$ cat config.mk
export PLATFORM = sky130hd
export DESIGN_NAME = ps2_movement_decoder
export DESIGN_NICKNAME = d
export VERILOG_FILES = /design/src/rtl/ps2_movement_decoder.sv
export SDC_FILE = /design/constraint.sdc
export NUM_CORES = 1
export LEC_CHECK = 0
export ABC_AREA = 1
export CORE_MARGIN = 2
export CORE_UTILIZATION = 64
export CTS_BUF_LIST = sky130_fd_sc_hd__clkbuf_4
export DETAILED_ROUTE_END_ITERATION = 10
export PLACE_DENSITY = 0.85
export SLEW_MARGIN = 30
export SYNTH_ARGS = -nofsm -noshare
export SYNTH_HDL_FRONTEND = slang
export SYNTH_SLANG_ARGS = --single-unit
$ cat constraint.sdc
create_clock -name clock -period 2.1 [get_ports clock]
set_input_delay 0.315 -clock clock [delete_from_list [all_inputs] [get_ports clock]]
set_output_delay 0.315 -clock clock [all_outputs]
set_load 0.02 [all_outputs]
$ cat src/rtl/ps2_movement_decoder.sv
`default_nettype none
// +----------------------------------------------------------------------------+
// | Module : ps2_movement_decoder                                              |
// | Desc   : PS/2 keyboard receiver that tracks make/break codes of the arrow  |
// |          keys and holds four movement flags for player_updater. Also      |
// |          exposes the last good byte and a frame-error strobe for debug.   |
// |          Optional macro PS2_WASD_EN adds W/A/S/D as aliases of the arrows.|
// | Rev    : 1.0  initial release                                              |
// +----------------------------------------------------------------------------+
module ps2_movement_decoder #(
  parameter int TIMEOUT_CYCLES = 50000
) (
  input  logic       clock,
  input  logic       resetn,
  input  logic       ps2_clk,
  input  logic       ps2_dat,
  output logic       turn_right,
  output logic       turn_left,
  output logic       move_forward,
  output logic       move_backward,
  output logic [7:0] scan_code,
  output logic       scan_valid,
  output logic       frame_error
);

  localparam int             CW      = $clog2(TIMEOUT_CYCLES + 1);
  localparam logic [CW-1:0]  TO_LAST = CW'(TIMEOUT_CYCLES - 1);

  localparam logic [1:0] S_IDLE   = 2'd0;
  localparam logic [1:0] S_DATA   = 2'd1;
  localparam logic [1:0] S_PARITY = 2'd2;
  localparam logic [1:0] S_STOP   = 2'd3;

  // Held-bit / movement vector layout
  localparam int B_RIGHT = 0;
  localparam int B_LEFT  = 1;
  localparam int B_FWD   = 2;
  localparam int B_BACK  = 3;

  logic [1:0]    r_clk_sync;
  logic [1:0]    r_dat_sync;
  logic          r_clk_last;
  logic          w_edge;
  logic          w_bit;

  logic [1:0]    r_state;
  logic [1:0]    w_state_next;
  logic [7:0]    r_shift;
  logic [2:0]    r_bitcnt;
  logic          r_parity;
  logic [CW-1:0] r_to_cnt;
  logic          w_timeout;
  logic          w_frame_ok;
  logic          w_frame_bad;

  logic [7:0]    r_scan_code;
  logic          r_scan_valid;
  logic          r_frame_error;

  logic          r_ext;
  logic          r_brk;
  logic          w_ext_next;
  logic          w_brk_next;
  logic [3:0]    r_held_arrow;
  logic [3:0]    w_arrow_next;
`ifdef PS2_WASD_EN
  logic [3:0]    r_held_letter;
  logic [3:0]    w_letter_next;
`endif
  logic [3:0]    w_moves_next;
  logic [3:0]    r_moves;

  // Two-flop synchronisers; idle level of the PS/2 lines is high, so reset to 1
  // to avoid a phantom falling edge after reset release.
  always_ff @(posedge clock or negedge resetn) begin
    if (!resetn) begin
      r_clk_sync <= 2'b11;
      r_dat_sync <= 2'b11;
      r_clk_last <= 1'b1;
    end else begin
      r_clk_sync <= {r_clk_sync[0], ps2_clk};
      r_dat_sync <= {r_dat_sync[0], ps2_dat};
      r_clk_last <= r_clk_sync[1];
    end
  end

  assign w_edge = r_clk_last & ~r_clk_sync[1];
  assign w_bit  = r_dat_sync[1];

  // A PS/2 edge in the same cycle as the timeout keeps the frame alive.
  assign w_timeout = (r_state != S_IDLE) && !w_edge && (r_to_cnt == TO_LAST);

  // FSM state register
  always_ff @(posedge clock or negedge resetn) begin
    if (!resetn) begin
      r_state <= S_IDLE;
    end else begin
      r_state <= w_state_next;
    end
  end

  // FSM next-state logic: one step per PS/2 falling edge
  always_comb begin
    w_state_next = r_state;
    if (w_timeout) begin
      w_state_next = S_IDLE;
    end else if (w_edge) begin
      case (r_state)
        S_IDLE:   if (!w_bit) w_state_next = S_DATA;
        S_DATA:   if (r_bitcnt == 3'd7) w_state_next = S_PARITY;
        S_PARITY: w_state_next = S_STOP;
        S_STOP:   w_state_next = S_IDLE;
        default:  w_state_next = S_IDLE;
      endcase
    end
  end

  // FSM outputs: frame verdict at the stop bit (odd parity over data+parity, stop=1)
  always_comb begin
    w_frame_ok  = 1'b0;
    w_frame_bad = w_timeout;
    if (w_edge && (r_state == S_STOP)) begin
      if ((^{r_shift, r_parity}) && w_bit) begin
        w_frame_ok = 1'b1;
      end else begin
        w_frame_bad = 1'b1;
      end
    end
  end

  // Frame datapath: LSB-first shift register, bit counter and parity capture
  always_ff @(posedge clock or negedge resetn) begin
    if (!resetn) begin
      r_shift  <= 8'h00;
      r_bitcnt <= 3'd0;
      r_parity <= 1'b0;
    end else if (w_edge) begin
      case (r_state)
        S_IDLE: r_bitcnt <= 3'd0;
        S_DATA: begin
          r_shift  <= {w_bit, r_shift[7:1]};
          r_bitcnt <= r_bitcnt + 3'd1;
        end
        S_PARITY: r_parity <= w_bit;
        default: ;
      endcase
    end
  end

  // Inactivity counter: cleared on every edge and while idle, saturates at the limit
  always_ff @(posedge clock or negedge resetn) begin
    if (!resetn) begin
      r_to_cnt <= '0;
    end else if ((r_state == S_IDLE) || w_edge) begin
      r_to_cnt <= '0;
    end else if (r_to_cnt != TO_LAST) begin
      r_to_cnt <= r_to_cnt + 1'b1;
    end
  end

  // Registered byte output and one-cycle strobes
  always_ff @(posedge clock or negedge resetn) begin
    if (!resetn) begin
      r_scan_code   <= 8'h00;
      r_scan_valid  <= 1'b0;
      r_frame_error <= 1'b0;
    end else begin
      r_scan_valid  <= w_frame_ok;
      r_frame_error <= w_frame_bad;
      if (w_frame_ok) begin
        r_scan_code <= r_shift;
      end
    end
  end

  // Make/break decoder, evaluated in the cycle scan_valid is high
  always_comb begin
    w_ext_next   = r_ext;
    w_brk_next   = r_brk;
    w_arrow_next = r_held_arrow;
`ifdef PS2_WASD_EN
    w_letter_next = r_held_letter;
`endif
    if (r_frame_error) begin
      w_ext_next = 1'b0;
      w_brk_next = 1'b0;
    end else if (r_scan_valid) begin
      case (r_scan_code)
        8'hE0: w_ext_next = 1'b1;
        8'hF0: w_brk_next = 1'b1;
        default: begin
          if (r_ext) begin
            case (r_scan_code)
              8'h74:   w_arrow_next[B_RIGHT] = ~r_brk;
              8'h6B:   w_arrow_next[B_LEFT]  = ~r_brk;
              8'h75:   w_arrow_next[B_FWD]   = ~r_brk;
              8'h72:   w_arrow_next[B_BACK]  = ~r_brk;
              default: ;
            endcase
          end
`ifdef PS2_WASD_EN
          else begin
            case (r_scan_code)
              8'h23:   w_letter_next[B_RIGHT] = ~r_brk;
              8'h1C:   w_letter_next[B_LEFT]  = ~r_brk;
              8'h1D:   w_letter_next[B_FWD]   = ~r_brk;
              8'h1B:   w_letter_next[B_BACK]  = ~r_brk;
              default: ;
            endcase
          end
`endif
          w_ext_next = 1'b0;
          w_brk_next = 1'b0;
        end
      endcase
    end
`ifdef PS2_WASD_EN
    w_moves_next = w_arrow_next | w_letter_next;
`else
    w_moves_next = w_arrow_next;
`endif
  end

  // Prefix flags, held bits and registered movement outputs
  always_ff @(posedge clock or negedge resetn) begin
    if (!resetn) begin
      r_ext         <= 1'b0;
      r_brk         <= 1'b0;
      r_held_arrow  <= 4'h0;
`ifdef PS2_WASD_EN
      r_held_letter <= 4'h0;
`endif
      r_moves       <= 4'h0;
    end else begin
      r_ext         <= w_ext_next;
      r_brk         <= w_brk_next;
      r_held_arrow  <= w_arrow_next;
`ifdef PS2_WASD_EN
      r_held_letter <= w_letter_next;
`endif
      r_moves       <= w_moves_next;
    end
  end

  assign turn_right    = r_moves[B_RIGHT];
  assign turn_left     = r_moves[B_LEFT];
  assign move_forward  = r_moves[B_FWD];
  assign move_backward = r_moves[B_BACK];
  assign scan_code     = r_scan_code;
  assign scan_valid    = r_scan_valid;
  assign frame_error   = r_frame_error;

endmodule
`default_nettype wire

# ---- Word-level counts from Yosys, hierarchy flattened
# Cells that the tools add are included.
dict set report totals {
  reg_bits 51
  latchBits 0
  ramBits 0
  rom_bits 0
  in_bits 4
  output_inout_bits 14
  memories 0
}
dict set report classes {
  n_addsub 2
  n_mul 0
  div 0
  magnitude_cmp 0
  eq_ne 16
  shift 0
  mux 18
  bitwise_logic 5
  n_reduce_logical 24
}
# operator n
set ops {}
lappend ops {{$eq A8 B7 Y1 const B} 4}
lappend ops {{$mux W16} 2}
lappend ops {{$reduce_and A5 Y1} 4}
lappend ops {{$add A16 B1 Y16 const B} 1}
lappend ops {{$eq A16 B16 Y1 const B} 1}
lappend ops {{$eq A8 B8 Y1 const B} 2}
lappend ops {{$ne A16 B16 Y1 const B} 1}
lappend ops {{$reduce_and A2 Y1} 5}
lappend ops {{$reduce_bool A2 Y1} 5}
lappend ops {{$reduce_xor A9 Y1} 1}
lappend ops {{$mux W1} 8}
lappend ops {{$mux W2} 4}
lappend ops {{$pmux W2 S4} 1}
lappend ops {{$ne A3 B3 Y1 const B} 2}
lappend ops {{$pmux W3 S2} 1}
lappend ops {{$eq A2 B2 Y1 const B} 2}
lappend ops {{$logic_and A1 B1 Y1} 4}
lappend ops {{$ne A2 B2 Y1 const B} 2}
lappend ops {{$not A1 Y1} 4}
lappend ops {{$pmux W1 S2} 2}
lappend ops {{$add A3 B1 Y3 const B} 1}
lappend ops {{$eq A3 B3 Y1 const B} 1}
lappend ops {{$reduce_and A3 Y1} 1}
lappend ops {{$eq A2 B1 Y1 const B} 1}
lappend ops {{5 further kinds} 5}

# ---- Depth between registers and ports, before layout
# Gate-level depths: netlist of the first run.
dict set report depth {
  depth_word 7
  depth_mapped 11
  ltp_nobuf 11
}

# ---- Least setup slack after synthesis of the first run
# No wires, ideal clock.
dict set report synth_timing {
  path_kind {reg2reg}
  startpoint {reg r_state[0]}
  endpoint {reg r_to_cnt[3]}
  arrival_time_ps 1354
  required_ps 2018
  slack_ps 664
  stages_incl_launch_ff 7
  path_buffers 1
  path_cell_list {dfrtp_1 > inv_1 > ha_1 > nor2_1 > clkbuf_1 > o21ai_0 > a31oi_1}
}
dict set report synth_between {
  elab_chain_len 3
  elab_cells_between_ends 4
  cone_classes {1 x mux; 3 x reduce/logical}
}
# element line_no
set synth_lines {}
lappend synth_lines {{from (decl)} 46} ;# logic [1:0] r_state;
lappend synth_lines {{from (signal assigned)} 98} ;# r_state <= w_state_next;
lappend synth_lines {{$logic_not A2 Y1 (*)} 154} ;# end else if ((r_state == S_IDLE) || w_edge) begin
lappend synth_lines {{$logic_or A1 B1 Y1 (*)} 154}
lappend synth_lines {{$mux W16 / $reduce_bool A2 Y1 (equally long branches)} n/a}
lappend synth_lines {{to (signal assigned)} 157} ;# r_to_cnt <= r_to_cnt + 1'b1;
lappend synth_lines {{to (decl)} 51} ;# logic [CW-1:0] r_to_cnt;
# Every way passes the cells marked *; elsewhere a longest branch is shown, timed or not.
# A chain may end at the register's enable or synchronous reset.

# ---- Final worst setup path of the first run
dict set report layout_timing {
  startpoint {reg r_scan_code[2], in the netlist scan_code[2]}
  endpoint {out scan_code[2]}
}
# element line_no
set layout_lines {}
lappend layout_lines {{from (decl)} 56} ;# logic [7:0] r_scan_code;
lappend layout_lines {{from (signal assigned)} 171} ;# r_scan_code <= r_shift;
lappend layout_lines {{to (decl)} 21} ;# output logic [7:0] scan_code,
# No word-level cell between the ends.

==> impl_metrics.tcl, run 1 <==
set metrics [dict create \
    fin_skew_ns 0.0243 \
    synth_area_leader_cell "dfrtp_1" \
    setup_violations 0 \
    routed-wl-met3_um 209 \
    num_rows 23 \
    wire_per_inst_um 12.8 \
    cts_buffers 5 \
    antenna_found_initial 0 \
    min_period_ns 1.83 \
    hold_path_class "input pin to flip-flop" \
    rsz0062_at_grt "no" \
    r2r_end "r_to_cnt[4]" \
    max-cap-violations 0 \
    cpLargestDelayFamily "buffers and inverters" \
    p_total_mw 3.44 \
    drt-initial-drc-count 135 \
    crit_required_ns 1.78 \
    path_cells "clkdlybuf4s50_1" \
    grt_use_total 0.229 \
    drt_pass1_iterations 4 \
    cpMaxStageDelayCell "clkdlybuf4s50_1" \
    tightest_slew_ns 0.519 \
    cts_tree "built" \
    fillers 295 \
    initial_core_util 0.677 \
    critical_path_class "flip-flop to output port" \
    rr_worst_depth 8 \
    cts_num_sinks 51 \
    m1WireLength_um 2210 \
    grt_max_degree 30 \
    max_freq_ghz 0.545 \
    r2r-start "r_to_cnt[1]" \
    clockBufferDepth 2 \
    drive_above_1_share 0.165 \
    min_delay_path_depth 1 \
    detailed_place_hpwl_um 3840 \
    synth_common_cells "81 x nand2_1, 46 x dfrtp_1, 37 x inv_1" \
    cp-end-kind "output port" \
    dp.cells 386 \
    syn_avg_cell_area_um2 8.61 \
    ff_latch_area_um2 1280 \
    dieWidth_um 69.5 \
    holdPathEnd "r_clk_sync[0]" \
    ys_seq_elements 51 \
    synth_edf_count 0 \
    clk_latency_ns 0.39 \
    stdcell_count 395 \
    ant_nets 0 \
    hold_start "ps2_clk" \
    synth.most_common_cell "nand2_1" \
    clockRootBuffer "clkbuf_4" \
    ys_seq_area_frac 0.467 \
    synth_cells 319 \
    vias_per_cell 5.50 \
    routabilityCongestion 0.893 \
    hold_viol_final 0 \
    netlist-cell-type-count 39 \
    io_buffer_count 17 \
    yosys_most_used_dff "dfrtp_1" \
    die_area_um2 4830 \
    relSlewSlack 0.654 \
    multi_input_area_um2 1280 \
    post-route-period-util 0.873 \
    arrival_ns 1.52 \
    p_leak_nw 1.44 \
    report.final.slew_viol_count 0 \
    power_density_nw_per_um2 1120 \
    core_area_um2 4060 \
    syn_area_um2 2750 \
    htree_levels 2 \
    ctsResizeCount 0 \
    path_buf_inv 1 \
    fin_setup_tns_ns 0 \
    path_clk_slew_ns 0.16 \
    grt_pass1_wl_um 8970 \
    peakVddDrop_mv 0.658 \
    cp_slowest_stage_delay_ns 0.65 \
    routed_wl_um 5060 \
    critical_path_depth 1 \
    drc_errors 0 \
    synth_top_area_frac 0.419 \
    r2r_slack_ns 0.43 \
    synthTopCellsByArea "dfrtp_1 42%, nand2_1 11%, inv_1 5.1%" \
    syn_to_final_growth_pct 11.7 \
    global_route.overflow_total 0 \
    die_h_um 69.5 \
    route.met2.wl_um 2570 \
    start_kind "flip-flop" \
    async_flop_share 1.00 \
    final_net_count 356 \
    vias 2174 \
    syn_nets 331 \
    top_layer "met4" \
    status "finished, final reports clean" \
    fin_util 0.756 \
    num_io_pins 18 \
    worst-path-max-fanout 6 \
    timing.hold.ws_ns 0.333 \
    grt_pass1_vias 2143 \
    ys_warn_count 0 \
    diodes 0 \
]
[cell families after synthesis]
kind of cell | share of synthesized area
AOI/OAI and AO/OA | 0.0833
DFF | 0.467
adders and majority gates | 0.0364
and+or+nand+nor | 0.328
buffers and inverters | 0.0669
xor gates and xnor gates | 0.0187
[area by class of cell]
type,instances,share of cell area
Clock inverter,3,0.00856
Sequential cell,51,0.418
Inverter,47,0.0575
Clock buffer,5,0.0122
Multi-Input combinational cell,219,0.417
Tap cell,50,0.0204
Timing Repair Buffer,20,0.0660
[registers in the layout (all words and copies together), names as in the netlist]
signal	count
frame_error	1
r_bitcnt	3
r_brk	1
r_clk_last	1
r_clk_sync	2
r_dat_sync	2
r_ext	1
r_moves	4
r_parity	1
r_shift	8
r_state	2
r_to_cnt	16
scan_code	8
scan_valid	1
[layer usage]
layer	vias to the layer above	GRT usage
li1	1090	-
met1	1036	0.271
met2	41	0.408
met3	7	0.0523
met4	0	0.0763
met5	-	0
[metrics by stage]
step,instance area (um2),setup slack [ns]
after floorplan,2750,0.664
after global placement,3000,0.516
after detailed placement,3000,0.487
after CTS,3070,0.253
after global routing,3070,0.195
final,3070,0.267
[worst register-to-register path, delay by kind of cell, from the launching register on]
kind          cells  cell delay [ns]
simple gates      5             0.81
fa+ha+maj         1             0.19
buf+inv           2             0.14
flops             1             0.43
[placed cells by master, fill, tap and decap left out, types with 4 or more instances in the layout]
| master | instances |
|---|---|
| nand2_1 | 81 |
| dfstp_2 | 5 |
| nand3_1 | 19 |
| inv_2 | 9 |
| clkbuf_4 | 5 |
| inv_1 | 37 |
| dfrtp_1 | 46 |
| a21oi_1 | 10 |
| nor2_1 | 13 |
| nor4_1 | 4 |
| nand2_4 | 7 |
| nand4_1 | 9 |
| o21ai_1 | 7 |
| clkdlybuf4s50_1 | 16 |
| nand2_2 | 7 |
| ha_1 | 8 |
| nor3_1 | 9 |
| o21ai_0 | 18 |
[power by group]
part	internal [mW]	switching [mW]
Sequential	1.16	0.217
Combinational	0.610	0.967
Clock	0.142	0.339
Total	1.92	1.52
[worst max path at each step]
stage / slack [ns] / to / startpoint
detailed placement: 0.49 / r_to_cnt[0] / r_to_cnt[1]
global route: 0.20 / scan_code[2] / scan_code[2]
floorplan: 0.66 / r_to_cnt[3] / r_state[0]
global placement: 0.52 / scan_code[2] / r_clk_last
CTS: 0.25 / scan_code[2] / scan_code[2]
finish: 0.27 / scan_code[2] / scan_code[2]
[repair_timing]
item / CTS / global route
setup endpoints to repair: 0 / 0
buffers inserted: 0 / 0
endpoints found under the hold margin: 17 / 0
hold buffers: 1 / 0
Power figures use the tool's default switching activity.
==> inputs of run 2 (changes only) <==
--- a/config.mk
+++ b/config.mk
@@ -6,9 +6,10 @@
 export NUM_CORES = 1
 export LEC_CHECK = 0
 export ABC_AREA = 1
-export CORE_MARGIN = 2
+export CORE_MARGIN = 5
 export CORE_UTILIZATION = 64
 export CTS_BUF_LIST = sky130_fd_sc_hd__clkbuf_4
+export CTS_CLUSTER_SIZE = 40
 export DETAILED_ROUTE_END_ITERATION = 10
 export PLACE_DENSITY = 0.85
 export SLEW_MARGIN = 30
==> impl_metrics.tcl, run 2 (synthesized netlist as in run 1, its figures left out) <==
set metrics [dict create \
    die_area_um2 5700 \
    io_buffer_count 17 \
    switching_share 0.424 \
    ctsResizeCount 0 \
    clockRootBuffer "clkbuf_4" \
    relSlewSlack 0.646 \
    hold_viol_final 0 \
    cp-endpoint "r_to_cnt[1]" \
    worst-path-max-fanout 8 \
    clockBufferDepth 2 \
    final_net_count 356 \
    cp_slowest_stage_delay_ns 0.43 \
    r2r_end "r_to_cnt[1]" \
    core_area_um2 4090 \
    clk_latency_ns 0.37 \
    path_clk_slew_ns 0.13 \
    antenna_found_initial 0 \
    r2r_slack_ns 0.30 \
    grt_use_total 0.213 \
    critical_path_depth 6 \
    rsz0062_at_grt "no" \
    detailed_place_hpwl_um 3850 \
    grt_pass1_vias 2173 \
    cts_tree "built" \
    grt_max_degree 31 \
    r2r-start "r_state[0]" \
    initial_core_util 0.672 \
    routed_wl_um 5170 \
    vias_per_cell 5.60 \
    cp-end-kind "flip-flop" \
    num_io_pins 18 \
    crit_required_ns 2.36 \
    cts_num_sinks 51 \
    min_period_ns 1.80 \
    largest_reg_flops 16 \
    vias 2207 \
    cpLargestDelayFamily "simple AND/OR/NAND/NOR gates" \
    max_freq_ghz 0.554 \
    syn_to_final_growth_pct 12.1 \
    drc_errors 0 \
    fillers 323 \
    p_leak_nw 1.45 \
    post_cts_buffers 0 \
    status "finished, final reports clean" \
    fin_skew_ns 0.00978 \
    routabilityCongestion 0.938 \
    arrival_ns 2.07 \
    ff_latch_area_um2 1280 \
    drt_pass1_iterations 5 \
    multi_input_area_um2 1280 \
    power_density_nw_per_um2 1140 \
    drt-initial-drc-count 139 \
    hold_path_class "input pin to flip-flop" \
    start_kind "flip-flop" \
    layout_common_cells "81 x nand2_1, 46 x dfrtp_1, 37 x inv_1" \
    htree_levels 2 \
    grt_pass1_wl_um 9380 \
    path_buf_inv 1 \
    largest-register "r_to_cnt" \
    pwr-share-seq 0.393 \
    wire_per_inst_um 13.1 \
    tightest_slew_ns 0.530 \
    crit_start "r_state[0]" \
    path_cells "inv_1 > ha_1 > nor2_1 > nand4_1 > nand3_1 > o21ai_1" \
    global_route.overflow_total 0 \
    cts_buffers 5 \
    max-cap-violations 0 \
    final_common_cell "nand2_1" \
    pre_cts_ws_ns 0.344 \
    num_rows 23 \
    dieWidth_um 75.5 \
    ant_nets 0 \
    post-route-period-util 0.859 \
    p_clk_frac 0.158 \
    fin_setup_tns_ns 0 \
    combPwrFrac 0.450 \
    peakVddDrop_mv 0.870 \
    switchingPower_mw 1.49 \
    diodes 0 \
    cpMaxStageDelayCell "dfrtp_1" \
    report.final.slew_viol_count 0 \
    critical_path_class "flip-flop to flip-flop" \
    setup_violations 0 \
    die_h_um 75.5 \
    p_int_mw 2.03 \
    rr_worst_depth 6 \
    worst_slack_ns 0.296 \
    drive_above_1_share 0.163 \
]
[run 2: layout make-up]
class	instances	share of cell area
Sequential cell	51	0.416
Timing Repair Buffer	20	0.0658
Clock inverter	1	0.00975
Multi-Input combinational cell	219	0.416
Tap cell	50	0.0203
Inverter	47	0.0573
Clock buffer	6	0.0146
[run 2: worst reg2reg max path: cells and delay by family, from the launching register on]
family                   cells  cell delay, ns
AO/OA/AOI/OAI                1            0.07
adder cells (fa/ha/maj)      1            0.23
buffers and inverters        1            0.11
flip-flops                   1            0.43
AND/OR/NAND/NOR              3            0.86
[run 2: worst min path at each step]
stage             from             to  slack, ns  cells after the start
6_report       ps2_clk  r_clk_sync[0]       0.34                      1
5_1_grt        ps2_clk  r_clk_sync[0]       0.31                      1
4_1_cts        ps2_dat  r_dat_sync[0]       0.33                      1
3_5_place_dp    resetn     r_shift[5]       0.30                      1
3_3_place_gp    resetn     r_shift[4]       0.31                      1
2_1_floorplan   resetn    frame_error       0.02                      0
[run 2: metal layers]
layer | part of all wire | GRT usage | vias to the layer above
met5 | 0 | 0 | -
met4 | 0.0081 | 0.0680 | 0
met3 | 0.039 | 0.0409 | 5
met2 | 0.51 | 0.387 | 44
met1 | 0.44 | 0.254 | 1068
li1 | - | - | 1090
[run 2: power by group through the flow]
stage | clock [mW] | sequential (mW) | combinational, mW
2_1_floorplan | 0 | 1.40 | 1.24
3_3_place_gp | 0 | 1.38 | 1.53
3_5_place_dp | 0 | 1.40 | 1.59
4_1_cts | 0.569 | 1.38 | 1.60
5_1_grt | 0.610 | 1.41 | 1.78
6_report | 0.555 | 1.38 | 1.58
[run 2: repair_timing]
| action | in CTS | in global routing |
|---|---|---|
| hold buffers | 1 | 0 |
| endpoints found under the hold margin | 16 | 0 |
| endpoints found under the setup margin | 0 | 0 |
[run 2: through the flow]
stage	utilization	cells	hold WS, ns	area (um2)	power [mW]
4_1_cts	0.754	394	0.326	3080	3.55
6_report	0.754	394	0.338	3080	3.52
3_5_place_dp	0.733	386	0.304	3000	2.99
3_3_place_gp	0.733	386	0.306	3000	2.92
2_1_floorplan	-	319	0.0194	2750	2.63
5_1_grt	0.754	394	0.313	3080	3.81
==> inputs of run 3 (changes only) <==
--- a/config.mk
+++ b/config.mk
@@ -6,6 +6,7 @@
 export NUM_CORES = 1
 export LEC_CHECK = 0
 export ABC_AREA = 1
+export CAP_MARGIN = 0
 export CORE_MARGIN = 5
 export CORE_UTILIZATION = 64
 export CTS_BUF_LIST = sky130_fd_sc_hd__clkbuf_4
==> results of run 3 <==
Same layout as run 2: the final DEF is identical, and so are final timing and power.
